## config.mk

```make
export PLATFORM = sky130hd
export DESIGN_NAME = list_walk_ctrl_flat
export DESIGN_NICKNAME = d
export VERILOG_FILES = /design/src/rtl/list_pkg.sv /design/src/rtl/list_walk_ctrl_if.sv /design/src/rtl/rr_arbiter.sv /design/src/rtl/list_walk_ctrl.sv /design/src/flat_wrapper.sv
export SDC_FILE = /design/constraint.sdc
export NUM_CORES = 1
export LEC_CHECK = 0
export ABC_AREA = 0
export CAP_MARGIN = 20
export CORE_AREA = 2 2 161 163
export DETAILED_ROUTE_END_ITERATION = 16
export DIE_AREA = 0 0 163 165
export PLACE_DENSITY = 0.81
export SYNTH_ARGS = -nofsm -noshare
export SYNTH_HDL_FRONTEND = slang
export SYNTH_SLANG_ARGS = --single-unit
export TNS_END_PERCENT = 30
```

## constraint.sdc

```tcl
create_clock -name CLK -period 4.4 [get_ports CLK]
set_clock_uncertainty 0.15 [all_clocks]
set_input_delay 0.88 -clock CLK [delete_from_list [all_inputs] [get_ports CLK]]
set_output_delay 0.88 -clock CLK [all_outputs]
set_load 0.01 [all_outputs]
```

## src/rtl/list_pkg.sv

```systemverilog
// Shared types and constants for the linked-list walk controller.
// A node is NodeWords words; the next pointer sits in the low bits of word 0.
package list_pkg;

  localparam int unsigned NodeWords  = 4;
  localparam int unsigned WordW      = 32;
  localparam int unsigned NextPtrLsb = 0;
  localparam int unsigned NullPtr    = 0;

  typedef enum logic [2:0] {
    StIdle,
    StAddr,
    StWait,
    StEmit,
    StDone
  } walk_state_e;

  typedef logic [NodeWords-2:0][WordW-1:0] node_payload_t;

endpackage

```

## src/rtl/list_walk_ctrl_if.sv

```systemverilog
// Request, memory-read, node-stream and completion signals of the list walker.
// master is the walker; slave is the requesters/memory/downstream side.
interface list_walk_ctrl_if #(
  parameter int unsigned DW   = 32,
  parameter int unsigned FS   = 4,
  parameter int unsigned NR   = 4,
  parameter int unsigned AW   = 32,
  parameter int unsigned MAXN = 256
) ();

  localparam int unsigned IDW = (NR > 1) ? $clog2(NR) : 1;
  localparam int unsigned CW  = $clog2(MAXN + 1);

  logic [NR-1:0]        req_valid;
  logic [NR*AW-1:0]     req_head;
  logic [NR-1:0]        req_ready;

  logic                 mem_ar_valid;
  logic [AW-1:0]        mem_ar_addr;
  logic                 mem_ar_ready;
  logic                 mem_r_valid;
  logic [FS*DW-1:0]     mem_r_data;
  logic                 mem_r_ready;

  logic                 node_valid;
  logic [(FS-1)*DW-1:0] node_data;
  logic [IDW-1:0]       node_id;
  logic                 node_last;
  logic                 node_ready;

  logic                 done_valid;
  logic [IDW-1:0]       done_id;
  logic [CW-1:0]        done_count;
  logic                 done_err;

  modport master (
    input  req_valid, req_head, mem_ar_ready, mem_r_valid, mem_r_data, node_ready,
    output req_ready, mem_ar_valid, mem_ar_addr, mem_r_ready,
    output node_valid, node_data, node_id, node_last,
    output done_valid, done_id, done_count, done_err
  );

  modport slave (
    output req_valid, req_head, mem_ar_ready, mem_r_valid, mem_r_data, node_ready,
    input  req_ready, mem_ar_valid, mem_ar_addr, mem_r_ready,
    input  node_valid, node_data, node_id, node_last,
    input  done_valid, done_id, done_count, done_err
  );

endinterface

```

## src/rtl/rr_arbiter.sv

```systemverilog
// Combinational round-robin arbiter: first requester at or after ptr_i (with wrap) wins.
// The rotating pointer is owned by the caller.
module rr_arbiter #(
  parameter int unsigned NR  = 4,
  parameter int unsigned IDW = (NR > 1) ? $clog2(NR) : 1
) (
  input  logic [NR-1:0]  req_i,
  input  logic [IDW-1:0] ptr_i,
  output logic [NR-1:0]  grant_o,
  output logic [IDW-1:0] grant_idx_o,
  output logic           any_o
);

  logic [IDW-1:0] idx;

  always_comb begin
    grant_o     = '0;
    grant_idx_o = '0;
    any_o       = 1'b0;
    idx         = '0;
    for (int unsigned k = 0; k < NR; k++) begin
      idx = IDW'((32'(ptr_i) + k) % NR);
      if (!any_o && req_i[idx]) begin
        any_o        = 1'b1;
        grant_o[idx] = 1'b1;
        grant_idx_o  = idx;
      end
    end
  end

endmodule

```

## src/rtl/list_walk_ctrl.sv

```systemverilog
// Shares one memory read port among NR requesters, walking one singly-linked list
// at a time and streaming each node's payload downstream.
module list_walk_ctrl
  import list_pkg::*;
#(
  parameter int unsigned DW   = 32,
  parameter int unsigned FS   = NodeWords,
  parameter int unsigned NR   = 4,
  parameter int unsigned AW   = 32,
  parameter int unsigned MAXN = 256,
  parameter int unsigned IDW  = (NR > 1) ? $clog2(NR) : 1,
  parameter int unsigned CW   = $clog2(MAXN + 1)
) (
  input  logic             CLK,
  input  logic             RESET,
  list_walk_ctrl_if.master bus,
  output logic             busy
);

  localparam int unsigned PW = (FS - 1) * DW;

  walk_state_e    state_q, state_d;
  logic [IDW-1:0] rr_ptr_q, rr_ptr_d;
  logic [IDW-1:0] id_q, id_d;
  logic [AW-1:0]  addr_q, addr_d;
  logic [AW-1:0]  next_q, next_d;
  logic [CW-1:0]  count_q, count_d;
  logic [PW-1:0]  payload_q, payload_d;
  logic           err_q, err_d;

  logic [NR-1:0]  grant;
  logic [IDW-1:0] grant_idx;
  logic           grant_any;
  logic [AW-1:0]  head_sel;
  logic           at_guard;
  logic           next_null;

  rr_arbiter #(
    .NR  (NR),
    .IDW (IDW)
  ) u_arb (
    .req_i       (bus.req_valid),
    .ptr_i       (rr_ptr_q),
    .grant_o     (grant),
    .grant_idx_o (grant_idx),
    .any_o       (grant_any)
  );

  assign head_sel  = bus.req_head[32'(grant_idx) * AW +: AW];
  assign next_null = (next_q == AW'(NullPtr));
  // The node being emitted is the MAXN-th of this walk.
  assign at_guard  = (count_q == CW'(MAXN - 1));

  always_comb begin
    state_d   = state_q;
    rr_ptr_d  = rr_ptr_q;
    id_d      = id_q;
    addr_d    = addr_q;
    next_d    = next_q;
    count_d   = count_q;
    payload_d = payload_q;
    err_d     = err_q;
    unique case (state_q)
      StIdle: begin
        if (grant_any) begin
          id_d     = grant_idx;
          addr_d   = head_sel;
          count_d  = '0;
          err_d    = 1'b0;
          rr_ptr_d = (grant_idx == IDW'(NR - 1)) ? '0 : grant_idx + 1'b1;
          state_d  = (head_sel == AW'(NullPtr)) ? StDone : StAddr;
        end
      end
      StAddr: begin
        if (bus.mem_ar_ready) state_d = StWait;
      end
      StWait: begin
        if (bus.mem_r_valid) begin
          payload_d = bus.mem_r_data[FS*DW-1:DW];
          next_d    = bus.mem_r_data[NextPtrLsb +: AW];
          state_d   = StEmit;
        end
      end
      StEmit: begin
        if (bus.node_ready) begin
          count_d = count_q + 1'b1;
          if (next_null) begin
            err_d   = 1'b0;
            state_d = StDone;
          end else if (at_guard) begin
            err_d   = 1'b1;
            state_d = StDone;
          end else begin
            addr_d  = next_q;
            state_d = StAddr;
          end
        end
      end
      StDone: begin
        state_d = StIdle;
      end
      default: begin
        state_d = StIdle;
      end
    endcase
  end

  always_ff @(posedge CLK) begin
    if (!RESET) begin
      state_q   <= StIdle;
      rr_ptr_q  <= '0;
      id_q      <= '0;
      addr_q    <= '0;
      next_q    <= '0;
      count_q   <= '0;
      payload_q <= '0;
      err_q     <= 1'b0;
    end else begin
      state_q   <= state_d;
      rr_ptr_q  <= rr_ptr_d;
      id_q      <= id_d;
      addr_q    <= addr_d;
      next_q    <= next_d;
      count_q   <= count_d;
      payload_q <= payload_d;
      err_q     <= err_d;
    end
  end

  // Grant is combinational in IDLE but suppressed while reset is asserted.
  assign bus.req_ready    = (RESET && state_q == StIdle) ? grant : '0;

  assign bus.mem_ar_valid = (state_q == StAddr);
  assign bus.mem_ar_addr  = addr_q;
  assign bus.mem_r_ready  = (state_q == StWait);

  assign bus.node_valid   = (state_q == StEmit);
  assign bus.node_data    = payload_q;
  assign bus.node_id      = id_q;
  assign bus.node_last    = (state_q == StEmit) && (next_null || at_guard);

  assign bus.done_valid   = (state_q == StDone);
  assign bus.done_id      = id_q;
  assign bus.done_count   = count_q;
  assign bus.done_err     = err_q;

  assign busy             = (state_q != StIdle);

endmodule
```

## src/flat_wrapper.sv

```systemverilog
// flat-port wrapper written by rule: the top's interface ports become plain ports
module list_walk_ctrl_flat import list_pkg::*;
#(
  parameter int unsigned DW   = 32,
  parameter int unsigned FS   = NodeWords,
  parameter int unsigned NR   = 4,
  parameter int unsigned AW   = 32,
  parameter int unsigned MAXN = 256,
  parameter int unsigned IDW  = (NR > 1) ? $clog2(NR) : 1,
  parameter int unsigned CW   = $clog2(MAXN + 1)
)
  (CLK, RESET, busy, bus_req_valid, bus_req_head, bus_mem_ar_ready, bus_mem_r_valid, bus_mem_r_data, bus_node_ready, bus_req_ready, bus_mem_ar_valid, bus_mem_ar_addr, bus_mem_r_ready, bus_node_valid, bus_node_data, bus_node_id, bus_node_last, bus_done_valid, bus_done_id, bus_done_count, bus_done_err);
  list_walk_ctrl_if #(.DW(DW), .FS(FS), .NR(NR), .AW(AW), .MAXN(MAXN)) bus_i ();
  input  logic CLK;
  input  logic RESET;
  output logic busy;
  input wire logic [$bits(bus_i.req_valid)-1:0] bus_req_valid;
  input wire logic [$bits(bus_i.req_head)-1:0] bus_req_head;
  input wire logic [$bits(bus_i.mem_ar_ready)-1:0] bus_mem_ar_ready;
  input wire logic [$bits(bus_i.mem_r_valid)-1:0] bus_mem_r_valid;
  input wire logic [$bits(bus_i.mem_r_data)-1:0] bus_mem_r_data;
  input wire logic [$bits(bus_i.node_ready)-1:0] bus_node_ready;
  output wire logic [$bits(bus_i.req_ready)-1:0] bus_req_ready;
  output wire logic [$bits(bus_i.mem_ar_valid)-1:0] bus_mem_ar_valid;
  output wire logic [$bits(bus_i.mem_ar_addr)-1:0] bus_mem_ar_addr;
  output wire logic [$bits(bus_i.mem_r_ready)-1:0] bus_mem_r_ready;
  output wire logic [$bits(bus_i.node_valid)-1:0] bus_node_valid;
  output wire logic [$bits(bus_i.node_data)-1:0] bus_node_data;
  output wire logic [$bits(bus_i.node_id)-1:0] bus_node_id;
  output wire logic [$bits(bus_i.node_last)-1:0] bus_node_last;
  output wire logic [$bits(bus_i.done_valid)-1:0] bus_done_valid;
  output wire logic [$bits(bus_i.done_id)-1:0] bus_done_id;
  output wire logic [$bits(bus_i.done_count)-1:0] bus_done_count;
  output wire logic [$bits(bus_i.done_err)-1:0] bus_done_err;
  assign bus_i.req_valid = bus_req_valid;
  assign bus_i.req_head = bus_req_head;
  assign bus_i.mem_ar_ready = bus_mem_ar_ready;
  assign bus_i.mem_r_valid = bus_mem_r_valid;
  assign bus_i.mem_r_data = bus_mem_r_data;
  assign bus_i.node_ready = bus_node_ready;
  assign bus_req_ready = bus_i.req_ready;
  assign bus_mem_ar_valid = bus_i.mem_ar_valid;
  assign bus_mem_ar_addr = bus_i.mem_ar_addr;
  assign bus_mem_r_ready = bus_i.mem_r_ready;
  assign bus_node_valid = bus_i.node_valid;
  assign bus_node_data = bus_i.node_data;
  assign bus_node_id = bus_i.node_id;
  assign bus_node_last = bus_i.node_last;
  assign bus_done_valid = bus_i.done_valid;
  assign bus_done_id = bus_i.done_id;
  assign bus_done_count = bus_i.done_count;
  assign bus_done_err = bus_i.done_err;
  list_walk_ctrl #(.DW(DW), .FS(FS), .NR(NR), .AW(AW), .MAXN(MAXN), .IDW(IDW), .CW(CW)) u_core (.CLK(CLK), .RESET(RESET), .bus(bus_i), .busy(busy));
endmodule
```

==> results.ini, run 1 <==
[clock_tree]
cts_tree=yes
clock_sinks=177
ctsHoldBuffers=0
clk_pin_slew_ns=0.07
cts-buffers-inserted=17
htree_levels=4
cts_resized=0
clockBufferDepth=2
clock_tree.root_cell=clkbuf_16
post-cts-setup-buffer-count=0
worstSkewPairLatency_ns=0.42

[synthesis]
synthesis.area_um2=9520
ys_types=62
yosysWarningCount=0
synthTopCellsByArea=dfxtp_1 (37%), nand2_1 (14%), a21boi_0 (10%), mux2i_1 (3.5%), o211a_1 (3.4%)
synth_flop_cell=dfxtp_1
synth_xor_area_frac=0.00460
ys_ff_latch=177
synth_top_area_frac=0.372
synth-compound-area-share=0.264
postSynthCellCount=1206
synth-async-reset-ratio=0
synth-edff-count=0
yosysTopAreaCell=dfxtp_1
synth_top_family_by_area=compound AO/OA/AOI/OAI gates
synth_seq_area_share=0.372
synthAdderAreaFrac=0.0118
synthMuxAreaShare=0.0594
yosys.area_share.simple=0.241
synth.net_count=1480
synth_area_per_cell_um2=7.90

[die]
dieArea_um2=26900
coreArea_um2=25000
io_pins=417
die_x_um=163
num_rows=58
die_height_um=165
initial_core_util=0.380

[grt]
grt_max_degree=175
grt_pass1_vias=9792
grt_use_total=0.268
grt_pass1_wl_um=55300
antenna_found_initial=2
overflow=0

[route]
ant_nets=0
viasPerCell=5.38
wl_per_cell_um=19.5
routed_wl_um=37700
initialDrtViolationCount=877
drc=0
vias=10400
dr.pass1.iters=6

[worst_hold_path]
hold_class=reg2reg

[setup_path]
critPathCaptureType=primary output
worstPathMaxFanout=7
path_delay_family=buffers and inverters
startpoint_type=input pin
slowest_delay_ns=0.60
required_ns=3.37
critPathSlowestCell=mux4_2
arrival_ns=3.27
worstPathCellList=clkdlybuf4s50_1 > mux4_2 > inv_2 > and4_1 > a221oi_1 > nor2_1 > clkdlybuf4s50_1
cp_common_cell=clkdlybuf4s50_1
crit_type=in2out
crit_buf_inv=3

[sta]
worst_pin_slew_ns=1.09
timing.final.crit_share=0.978
holdWs_ns=0.312
setup_tns_ns=0
fmax_mhz=232
hold_violations=0
slew_viol_final=0
grt_setup_unrepaired=no
min_period_ns=4.30
relSlewSlack=0.275
setup_violations=0

[power]
p_per_area_nw_per_um2=564
design_power_total_mw=8.31
ir_worst_vdd_mv=0.380
switching_power_mw=3.46
p_int_mw=4.86
p_leak_nw=5.52
p_clk_frac=0.180
combPwrFrac=0.584
p_seq_frac=0.236
sw_frac_of_total=0.416

[layout]
fillers=2215
syn_to_final_growth_pct=55.0
drive_above_1_share=0.0676
fin_area_um2=14800
nets=1858

[job]
cap_violations=0

[run_status]
outcome=finished clean

[place]
postPlaceCellArea_um2=14100
dp_hpwl_um=28500
place_congestion=0.932
port_buffers=416

-- metal layers --
metal,vias up,track usage,part of all wire
li1,5013,-,-
met3,45,0.0748,0.091
met2,482,0.476,0.49
met1,4838,0.315,0.39
met5,-,0,0.00034
met4,2,0.0768,0.023
-- cell type report --
class                           count  area [um^2]  share of cell area
Antenna cell                        2         5.00            0.000339
Clock buffer                       20          467              0.0316
Clock inverter                     12          121             0.00823
Inverter                            8         30.0             0.00204
Multi-Input combinational cell    922         5560               0.377
Sequential cell                   177         3540               0.240
Tap cell                          330          413              0.0280
Timing Repair Buffer              458         4610               0.313
-- synthesized netlist by cell type, drive strengths merged (3+ instances only) --
master	count
nand3	45
o221a	3
nor2	61
nand4	7
mux2	9
o31a	8
o22ai	14
xor2	3
mux2i	36
clkbuf	81
o211a	32
a22oi	5
o211ai	4
nor2b	7
o21ai	24
inv	8
o22a	9
a311o	20
nor3b	3
ha	9
buf	18
a221oi	5
and2	9
dfxtp	177
nor3	5
nand2	343
a311oi	10
o31ai	5
a21boi	129
nor4	18
and3	25
a21oi	33
a31oi	7
mux4	3
a211oi	12
-- power groups by stage --
stage | clock [mW] | sequential, mW | combinational [mW]
floorplan | 0 | 2.04 | 2.77
global placement | 0 | 1.99 | 4.75
detailed placement | 0 | 2.00 | 4.77
CTS | 1.53 | 1.96 | 4.79
global route | 1.59 | 1.99 | 5.20
finish | 1.50 | 1.96 | 4.85
-- worst min-delay path, cell delays in order (launching register included) --
cell and delay, ns:
dfxtp_1 0.31, nand2_1 0.04, a21boi_0 0.06
-- through the flow --
step,utilization,setup WS (ns),std cells
3_5_place_dp,0.565,0.103,1894
6_report,0.589,0.0955,1929
3_3_place_gp,0.565,0.112,1894
4_1_cts,0.588,0.103,1926
2_1_floorplan,-,0.908,1206
5_1_grt,0.589,0.00819,1927
-- state kept, by name, summed over array words and instances (netlist names) --
signal / count
u_core.bus.done_count: 9
u_core.bus.node_data: 96
u_core.bus.mem_ar_addr: 32
u_core.next_q: 32
u_core.bus.done_id: 2
u_core.bus.done_err: 1
u_core.rr_ptr_q: 2
u_core.state_q: 3
-- placed cells by master (no fill, tap or decap), drive strengths merged, types with 3 or more instances in the layout --
master / instances
o221a: 3
nand2: 343
a21oi: 33
nor2: 61
nor4: 18
clkbuf: 20
nand3: 45
clkdlybuf4s50: 415
nor2b: 7
mux2: 9
o211ai: 4
a31oi: 7
a311o: 20
o22ai: 14
and2: 9
a311oi: 10
o21ai: 24
xor2: 3
and3: 25
o22a: 9
nand4: 7
o211a: 32
a22oi: 5
o31a: 8
inv: 12
a221oi: 5
a211oi: 12
ha: 9
buf: 43
dfxtp: 177
nor3: 5
mux4: 3
nor3b: 3
clkinv: 4
clkinvlp: 3
o31ai: 5
mux2i: 36
a21boi: 129
-- final timing paths --
path,end,slack (ns),from,cells past startpoint
worst min register to register,u_core.bus.node_data[66],0.31,u_core.bus.node_data[66],2
worst max-delay path,bus_req_ready[0],0.1,bus_req_valid[1],7
worst max register to register,u_core.state_q[2],0.55,u_core.rr_ptr_q[0],13
worst min-delay path,u_core.bus.node_data[66],0.31,u_core.bus.node_data[66],2
-- kinds of logic after synthesis --
kind of cell / Yosys count
AND/OR/NAND/NOR: 533
AO/OA/AOI/OAI: 327
flip-flops: 177
buffers and inverters: 107
multiplexers: 48
adder cells (fa/ha/maj): 9
XOR/XNOR: 5
Power figures use the tool's default switching activity.
==> run 2, diff against run 1 <==
--- a/config.mk
+++ b/config.mk
@@ -7,10 +7,12 @@
 export LEC_CHECK = 0
 export ABC_AREA = 0
 export CAP_MARGIN = 20
-export CORE_AREA = 2 2 161 163
+export CORE_AREA = 2 2 164 166
 export DETAILED_ROUTE_END_ITERATION = 16
-export DIE_AREA = 0 0 163 165
-export PLACE_DENSITY = 0.81
+export DIE_AREA = 0 0 166 168
+export DONT_BUFFER_PORTS = 1
+export GPL_TIMING_DRIVEN = 0
+export PLACE_DENSITY = 0.59
 export SYNTH_ARGS = -nofsm -noshare
 export SYNTH_HDL_FRONTEND = slang
 export SYNTH_SLANG_ARGS = --single-unit
==> constraint.sdc (replaced) <==
create_clock -name CLK -period 4.4 [get_ports CLK]
set_clock_uncertainty 0.15 [all_clocks]
set_input_delay 0.88 -clock CLK [delete_from_list [all_inputs] [get_ports CLK]]
set_output_delay 0.88 -clock CLK [all_outputs]
set_load 0.02 [all_outputs]
==> results.ini, run 2 (same netlist as run 1, synthesis figures left out) <==
[die]
die_x_um=166  ; +1.8%
io_pins=417  ; unchanged
initial_core_util=0.361  ; -0.0190
die_height_um=168  ; +1.8%
num_rows=60  ; +3.4%
dieArea_um2=27900  ; +3.7%
coreArea_um2=26400  ; +5.2%

[route]
drc=0  ; unchanged
dr.pass1.iters=5  ; -1
initialDrtViolationCount=590  ; -33%
routed_wl_um=37600  ; -0.33%
wl_per_cell_um=23.8  ; +22%
ant_nets=0  ; unchanged
vias=9028  ; -13%
viasPerCell=5.71  ; +6.2%

[setup_path]
path_delay_family=simple AND/OR/NAND/NOR gates
critPathCaptureType=primary output
arrival_ns=3.18  ; -0.09 ns
crit_type=reg2out
cp_common_cell=nor2_1
endpoint=bus_req_ready[0]
startpoint_type=register
crit_start=u_core.rr_ptr_q[0]
worstPathCellList=buf_6 > inv_2 > ha_1 > buf_2 > mux2i_1 > mux2i_4 > nor2_2 > a22oi_1 > nor2_1 > a221oi_1 > nor2_1
crit_buf_inv=3  ; unchanged
reg2reg_from=u_core.rr_ptr_q[0]
worstPathMaxFanout=9  ; +2
critPathSlowestCell=dfxtp_1
required_ns=3.37  ; about the same
slowest_delay_ns=0.43  ; -0.17 ns
r2r_end=u_core.state_q[2]
cp_num_cells=11  ; +4
reg2reg_depth=14  ; +1
reg2reg_slack_ns=0.20  ; -0.35 ns

[clock_tree]
htree_levels=4  ; unchanged
cts-buffers-inserted=17  ; unchanged
worstSkewPairLatency_ns=0.43  ; about the same
clk_pin_slew_ns=0.07  ; about the same
clock_sinks=177  ; unchanged
post-cts-setup-buffer-count=0  ; unchanged
clock_tree.root_cell=clkbuf_16
clockBufferDepth=2  ; unchanged
cts_tree=yes

[sta]
timing.final.crit_share=0.956  ; -0.0226
relSlewSlack=0.467  ; +0.192
min_period_ns=4.21  ; -0.0993 ns
worst_pin_slew_ns=0.799  ; -0.288 ns
setup_ws_ns=0.195  ; +0.0993 ns
slew_viol_final=0  ; unchanged
setup_violations=0  ; unchanged
hold_violations=0  ; unchanged
grt_setup_unrepaired=yes
fmax_mhz=238  ; +2.4%
setup_tns_ns=0  ; unchanged

[grt]
overflow=0  ; unchanged
grt_use_total=0.261  ; -0.00746
grt_max_degree=17  ; -90%
grt_pass1_wl_um=55600  ; +0.56%
grt_pass1_vias=8730  ; -11%
antenna_found_initial=1  ; -1

[layout]
fillers=2740  ; +24%
layout_commonest_cell=nand2_1
fin_cells=1580  ; -18%
largest_reg_flops=96  ; unchanged
fin_area_um2=10600  ; -28%
layout_common_cells=nand2_1 (343), dfxtp_1 (176), a21boi_0 (129), clkbuf_1 (72), nor2_1 (59)
drive_above_1_share=0.0767  ; +0.00905
syn_to_final_growth_pct=10.9
insertedDiodeCount=0  ; -2
nets=1500  ; -19%

[place]
dp.cells=1547  ; -18%
port_buffers=0  ; -100%
place_congestion=0.954  ; +2.3%
dp_hpwl_um=30600  ; +7.3%
postPlaceCellArea_um2=9950  ; -30%
place_ws_ns=-0.333  ; -0.436 ns

[power]
design_power_total_mw=7.72  ; -7.2%
p_seq_frac=0.293  ; +0.057
ir_worst_vdd_mv=0.341  ; -10%
p_leak_nw=3.90  ; -29%
sw_frac_of_total=0.478  ; +0.0618
p_per_area_nw_per_um2=731  ; +30%
combPwrFrac=0.522  ; -0.062
switching_power_mw=3.69  ; +6.6%
p_int_mw=4.03  ; -17%
p_clk_frac=0.185  ; +0.005

[job]
cap_violations=0  ; unchanged

[worst_hold_path]
hold_class=reg2reg

[run_status]
outcome=finished clean

## run 2: metal layers
layer	wire [um]	global-route usage	vias to the layer above
met2	19100	0.476	409
li1	-	-	4300
met1	13700	0.275	4271
met5	16	0	-
met3	3880	0.106	46
met4	847	0.0764	2
## run 2: repair_timing
action,4_1_cts,5_1_grt
hold endpoints to repair,0,0
gates resized for setup,8,22
setup endpoints to repair,3,9
hold buffers,0,0
## run 2: worst min-delay path by stage
stage / start / endpoint / depth (start not counted)
6_report: u_core.next_q[7] / u_core.next_q[7] / 2
3_3_place_gp: u_core.next_q[2] / u_core.next_q[2] / 2
4_1_cts: u_core.next_q[7] / u_core.next_q[7] / 2
3_5_place_dp: u_core.next_q[7] / u_core.next_q[7] / 2
2_1_floorplan: u_core.next_q[24] / u_core.next_q[24] / 2
5_1_grt: u_core.next_q[3] / u_core.next_q[3] / 2
## run 2: layout make-up
class                           count  area [um^2]  area share
Buffer                             99          440      0.0417
Clock buffer                       20          447      0.0423
Clock inverter                     12          100     0.00948
Inverter                            8         30.0     0.00284
Multi-Input combinational cell    922         5570       0.527
Sequential cell                   177         3540       0.336
Tap cell                          341          427      0.0404
Timing Repair Buffer                1         5.00    0.000474
## run 2: per-stage QoR
| step | hold WS [ns] | utilization |
|---|---|---|
| 2_1_floorplan | 0.306 | - |
| 3_3_place_gp | 0.324 | 0.378 |
| 3_5_place_dp | 0.332 | 0.378 |
| 4_1_cts | 0.342 | 0.399 |
| 5_1_grt | 0.369 | 0.401 |
| 6_report | 0.342 | 0.401 |
## run 2: power groups by stage
stage	clock network (mW)	logic (mW)	registers (mW)
after CTS	1.46	3.94	2.27
after floorplan	0	2.79	2.17
final	1.43	4.03	2.26
after detailed placement	0	3.90	2.30
after global routing	1.52	4.36	2.28
after global placement	0	3.87	2.30
## run 2: worst min-delay path, stage by stage (launching register included)
cell	delay, ns
dfxtp_1	0.33
nand2_1	0.05
a21boi_0	0.07
